===== src/rtl/kernel_invoke_scheduler.sv =====
// kernel_invoke_scheduler
//
// Shares one HLS kernel that uses the ap_ctrl_chain block-level handshake
// among N_REQ requesters. A round-robin arbiter picks one requester. The block
// then runs one kernel invocation for that owner (start, ready, done,
// continue) and pulses ack to the owner when the invocation completes. It also
// records the latency of the last invocation and a running invocation count.
//
// Ports:
//   ap_clk        clock, all logic on its rising edge
//   ap_rst_n      asynchronous active-low reset
//   req           level requests, bit i held high until ack[i]
//   ack           one-cycle completion pulse to the owner
//   busy          high whenever the scheduler is not idle
//   sel           index of the current or most recent owner
//   ap_start      kernel start (registered)
//   ap_ready      kernel accepted its inputs
//   ap_done       kernel finished
//   ap_idle       kernel idle, required before a new grant
//   ap_continue   kernel continue, high in the cycle ap_done is accepted
//   last_latency  cycles from first ap_start cycle through ap_done cycle
//   invoke_count  number of completed invocations (wraps)

module kernel_invoke_scheduler #(
  parameter  int N_REQ = 4,
  parameter  int CNT_W = 32,
  localparam int SEL_W = $clog2(N_REQ)
) (
  input  logic             ap_clk,
  input  logic             ap_rst_n,
  input  logic [N_REQ-1:0] req,
  output logic [N_REQ-1:0] ack,
  output logic             busy,
  output logic [SEL_W-1:0] sel,
  output logic             ap_start,
  input  logic             ap_ready,
  input  logic             ap_done,
  input  logic             ap_idle,
  output logic             ap_continue,
  output logic [CNT_W-1:0] last_latency,
  output logic [CNT_W-1:0] invoke_count
);

  typedef enum logic [1:0] {
    IDLE      = 2'd0,
    START     = 2'd1,
    WAIT_DONE = 2'd2,
    RESP      = 2'd3
  } state_e;

  state_e             state_q, state_d;
  logic [SEL_W-1:0]   sel_q, sel_d;
  logic [SEL_W-1:0]   last_q, last_d;
  logic [CNT_W-1:0]   lat_q, lat_d;
  logic [N_REQ-1:0]   ack_q, ack_d;
  logic               ap_start_q, ap_start_d;
  logic [CNT_W-1:0]   last_latency_q, last_latency_d;
  logic [CNT_W-1:0]   invoke_count_q, invoke_count_d;

  logic [CNT_W-1:0]   lat_inc;
  logic               grant_vld;
  logic [SEL_W-1:0]   grant_idx;

  // The latency counter saturates rather than wrapping, so a hung kernel
  // reads as "very long" instead of a misleading small number.
  assign lat_inc = (&lat_q) ? lat_q : lat_q + CNT_W'(1);

  // Round-robin search: start one past the last owner and wrap, so the
  // previous owner ends up with the lowest priority.
  always_comb begin : arbiter
    int               cand;
    logic [SEL_W-1:0] cand_idx;
    grant_vld = 1'b0;
    grant_idx = '0;
    cand      = 0;
    cand_idx  = '0;
    for (int off = 1; off <= N_REQ; off++) begin
      cand = int'(last_q) + off;
      if (cand >= N_REQ) begin
        cand = cand - N_REQ;
      end
      cand_idx = SEL_W'(cand);
      if (!grant_vld && req[cand_idx]) begin
        grant_vld = 1'b1;
        grant_idx = cand_idx;
      end
    end
  end

  // State and datapath registers. Reset puts the last-grant pointer on the
  // highest index so the first search begins at requester 0.
  always_ff @(posedge ap_clk or negedge ap_rst_n) begin
    if (!ap_rst_n) begin
      state_q        <= IDLE;
      sel_q          <= '0;
      last_q         <= SEL_W'(N_REQ - 1);
      lat_q          <= '0;
      ack_q          <= '0;
      ap_start_q     <= 1'b0;
      last_latency_q <= '0;
      invoke_count_q <= '0;
    end else begin
      state_q        <= state_d;
      sel_q          <= sel_d;
      last_q         <= last_d;
      lat_q          <= lat_d;
      ack_q          <= ack_d;
      ap_start_q     <= ap_start_d;
      last_latency_q <= last_latency_d;
      invoke_count_q <= invoke_count_d;
    end
  end

  // Next-state logic. A grant needs both a pending request and an idle
  // kernel. Once the kernel has taken its inputs, a done in that same cycle
  // skips WAIT_DONE.
  always_comb begin
    state_d = state_q;
    unique case (state_q)
      IDLE: begin
        if (grant_vld && ap_idle) begin
          state_d = START;
        end
      end
      START: begin
        if (ap_ready) begin
          state_d = ap_done ? RESP : WAIT_DONE;
        end
      end
      WAIT_DONE: begin
        if (ap_done) begin
          state_d = RESP;
        end
      end
      RESP: begin
        state_d = IDLE;
      end
      default: begin
        state_d = IDLE;
      end
    endcase
  end

  // Output and datapath updates. ack, last_latency and invoke_count are all
  // loaded on the way into RESP, so all three are visible during RESP.
  // ap_start is registered from the next state, so it rises in the first
  // START cycle and falls in the cycle after ap_ready.
  always_comb begin
    sel_d          = sel_q;
    last_d         = last_q;
    lat_d          = lat_q;
    ack_d          = '0;
    ap_start_d     = (state_d == START);
    last_latency_d = last_latency_q;
    invoke_count_d = invoke_count_q;
    unique case (state_q)
      IDLE: begin
        if (state_d == START) begin
          sel_d = grant_idx;
          lat_d = '0;
        end
      end
      START, WAIT_DONE: begin
        lat_d = lat_inc;
        if (state_d == RESP) begin
          last_latency_d = lat_inc;
          invoke_count_d = invoke_count_q + CNT_W'(1);
          ack_d          = N_REQ'(1) << sel_q;
          last_d         = sel_q;
        end
      end
      default: begin
      end
    endcase
  end

  assign ack          = ack_q;
  assign busy         = (state_q != IDLE);
  assign sel          = sel_q;
  assign ap_start     = ap_start_q;
  assign ap_continue  = ap_done && ((state_q == START) || (state_q == WAIT_DONE));
  assign last_latency = last_latency_q;
  assign invoke_count = invoke_count_q;

endmodule


===== config.mk =====
export PLATFORM = sky130hd
export DESIGN_NAME = kernel_invoke_scheduler
export DESIGN_NICKNAME = d
export VERILOG_FILES = /design/src/rtl/kernel_invoke_scheduler.sv
export SDC_FILE = /design/constraint.sdc
export NUM_CORES = 1
export LEC_CHECK = 0
export BUFFER_PORTS_ARGS = -buffer_cell sky130_fd_sc_hd__buf_4
export CAP_MARGIN = 20
export CORE_UTILIZATION = 35
export CTS_BUF_LIST = sky130_fd_sc_hd__clkbuf_8
export DETAILED_ROUTE_END_ITERATION = 10
export PLACE_DENSITY = 0.63
export SLEW_MARGIN = 10
export SYNTH_ARGS = -nofsm -noshare
export SYNTH_HDL_FRONTEND = slang
export SYNTH_SLANG_ARGS = --single-unit

===== constraint.sdc =====
create_clock -name ap_clk -period 6.7 [get_ports ap_clk]
set_input_delay 0.67 -clock ap_clk [delete_from_list [all_inputs] [get_ports ap_clk]]
set_output_delay 0.67 -clock ap_clk [all_outputs]
set_load 0.02 [all_outputs]

==> impl_results.md <==
* Logic pwr share at about two fifths
* Worst path cell trace: inv_1, ha_1, inv_1, nor2_1, and3_1, xor2_1
* Syn. warnings at 0
* Final setup viols at 0
* WHS at 0.152 ns
* Vias in the first global route at between 4000 and 5000
* P_sw at 0.820 mW
* Dpl ws at around 3.3 ns
* Setup CP Type: reg2reg
* WP buf/inv at 2
* #FFs+latches synth at roughly 110
* IO Count at a little over 80
* CP max stage delay at 1.00 ns
* Die footprint at around 0.016 mm^2
* CTS Buf Count at 9
* DRC viols at 0
* Clock sinks at between 100 and 150
* Resize count post-CTS at 0
* Pins Over Slew Limit at 0
* Row count at 45
* Seq pwr share at between 40% and 50%
* Initial DRC Count at between 300 and 400
* Top FF cell, synth: dfrtp_1
* Synth-to-layout area growth at 18.1%
* Fin nets at roughly 680
* ANT cells at 0
* Final Hold Vio Count at 0
* TNS Setup at 0 ns
* Clock Latency Late Sink at approximately 0.40 ns
* Status: finished clean
* Synthesized cell area at 0.00553 mm^2
* CTS root buffer: clkbuf_8
* Critical Path Most Common Cell: inv_1
* Startpoint types: register
* Family with the most delay on the worst path: simple AND/OR/NAND/NOR gates
* Mean Syn Cell Area at around 9.4 um^2
* Core area at ~0.015 mm^2
* Slowest-stage cell, CP: nor2_1
* Synth top area cells: dfrtp_1 (48%), xnor2_1 (5.9%), nand2_1 (5.4%)
* Filler instances at 1515
* DP Cell Count at ~860
* Most frequent cell after synthesis: dfrtp_1
* Placer Congestion at between 0.8 and 0.9
* WL/cell at 15.6 um
* CP Capture Type: register
* Ys async rst share at between 90% and 100%
* Initial antenna violation count at 0
* Post-DP HPWL at 9570 um
* EDFF count, synth at 0
* Cell Int Power at 1.08 mW
* Via count at 4666
* Setup WS post-layout at 3.21 ns
* Overflow after GRT at 0
* Pwr Total at ~1.9 mW
* Buffers on Ports at between 80 and 90
* Mapped Cells at 590
* Die X at about 130 um
* CTS clk-pin slew, worst paths at roughly 0.11 ns
* Min cycle time layout at 3.49 ns
* Syn Nets at 605
* Most frequent cells after synthesis: dfrtp_1 (105), nand2_1 (80), o21ai_0 (54), xnor2_1 (37), a21oi_1 (34)
* Post-synthesis sequential area ratio at around half
* H-tree Lvls at 3
* Ratio of cells with drive above 1 in the final layout at between 10% and 20%
* PwrDens at a little under 300 mW/mm^2
* CTS hold repair buffers at 0
* Leakage at ~2.9 nW
* Worst Path Max Fanout at 25
* Fin cells at roughly 880
* Max VDD drop at 168 uV
* Relative slew slack at ~25%
* Starting Density at between 30% and 40%
* Global-route wire length before repair at between 20000 and 25000 um
* Clk buf depth at 2
* CTS tree: built
* CP required at roughly 7.0 ns
* Post-route ant nets at 0
* Drt pass-1 iters at 5
* Post CTS Setup Buffer Count at 0
* Fmax at about 290 MHz
* Cell accounting for the most synthesized area: dfrtp_1
* RSZ-0062 raised after global routing: no
* Distinct cells, synth at 50
* Worst-margin pin slew at between 1 and 1.5 ns
* Global router's overall resource usage at about 18%
* Clock power share at slightly below 20%
* Largest net degree at the start of global routing at 84
* Post-synth top area share at 47.5%
* Total wire length at around 14000 um
* Layout Skew at 0.0163 ns
* Max Cap Viol at 0
* Arrival @ worst endpoint at 3.82 ns
* Via density at approximately 5.3
* Tcrit/Tclk final at between 50 and 60%
* Sw frac at a little over two fifths
* Hold WC Path Type: in2async
* Die Height at between 100 and 150 um
cells in the final DEF (no fill, tap or decap), types with 9 or more instances in the layout:
cell type	synthesis	layout
a31oi_1	19	19
clkbuf_8	0	9
buf_4	0	84
dfrtp_1	105	105
nand2_1	80	80
xnor2_1	37	37
xor2_1	20	20
o21ai_0	54	54
inv_1	13	15
nor3_1	18	18
nand4_1	14	14
nand3_1	29	28
and3_1	21	21
and2_1	11	11
a21oi_1	34	34
nor2_1	30	30
state kept, by name (all words and copies together) (netlist names):
register / flops
last_q: 2
invoke_count: 32
ack: 4
last_latency: 32
sel: 2
state_q: 2
lat_q: 32
ap_start: 1
power groups by stage:
stage               Combinational (mW)  Sequential (mW)  Clock [mW]
finish                           0.752            0.776       0.372
global placement                 0.722            0.786           0
floorplan                        0.451            0.822           0
global route                     0.822            0.785       0.410
detailed placement               0.746            0.785           0
CTS                              0.748            0.774       0.391
through the flow:
step | util [%] | instance area, um^2
floorplan | - | 5530
global placement | 41.4 | 6330
detailed placement | 41.4 | 6330
CTS | 42.5 | 6500
global route | 42.6 | 6530
finish | 42.6 | 6530
cell families (layout without fill, tap and decap cells):
kind of cell | after synthesis | in the layout | synth area share, %
muxes | 2 | 2 | 0.362
adders and majority gates | 6 | 6 | 1.36
and+or+nand+nor | 248 | 248 | 23.9
DFF | 107 | 107 | 48.5
xor gates and xnor gates | 57 | 57 | 9.03
AOI/OAI and AO/OA | 133 | 133 | 14.3
buffers and inverters | 37 | 114 | 2.65
cell type report:
cell class / count / area [um^2] / area share [%]
clock buffer: 9 / 124 / 1.90
clock inverter: 7 / 46.3 / 0.709
inverter: 13 / 48.8 / 0.747
multi-input combinational: 446 / 2710 / 41.5
sequential: 107 / 2680 / 41.0
tap: 211 / 264 / 4.04
timing repair buffer: 85 / 658 / 10.1
layer usage:
metal	routed length [um]	GRT usage, %
met1	6460	23.7
met2	6350	28.1
met3	693	4.09
met4	170	5.61
met5	0	0
worst reg2reg max path: cells and delay by family (launching register included):
family | cells | cell delay [ns]
xor gates and xnor gates | 1 | 0.16
DFF | 1 | 0.43
adders and majority gates | 1 | 0.87
and+or+nand+nor | 2 | 1.31
buffers and inverters | 2 | 0.64
path summary, 6_finish.rpt:
path / startpoint / end / slack (ns) / cells after the start
setup / recovery: state_q[1] / invoke_count[4] / 3.21 / 6
hold / removal: ap_rst_n / invoke_count[4] / 0.15 / 1
setup reg to reg: state_q[1] / invoke_count[4] / 3.21 / 6
hold reg to reg: invoke_count[31] / invoke_count[31] / 0.48 / 1
max in group asynchronous: ap_rst_n / lat_q[7] / 5.45 / 3
min in group ap_clk: invoke_count[31] / invoke_count[31] / 0.48 / 1
No activity file was read; power rests on OpenSTA's default activity.
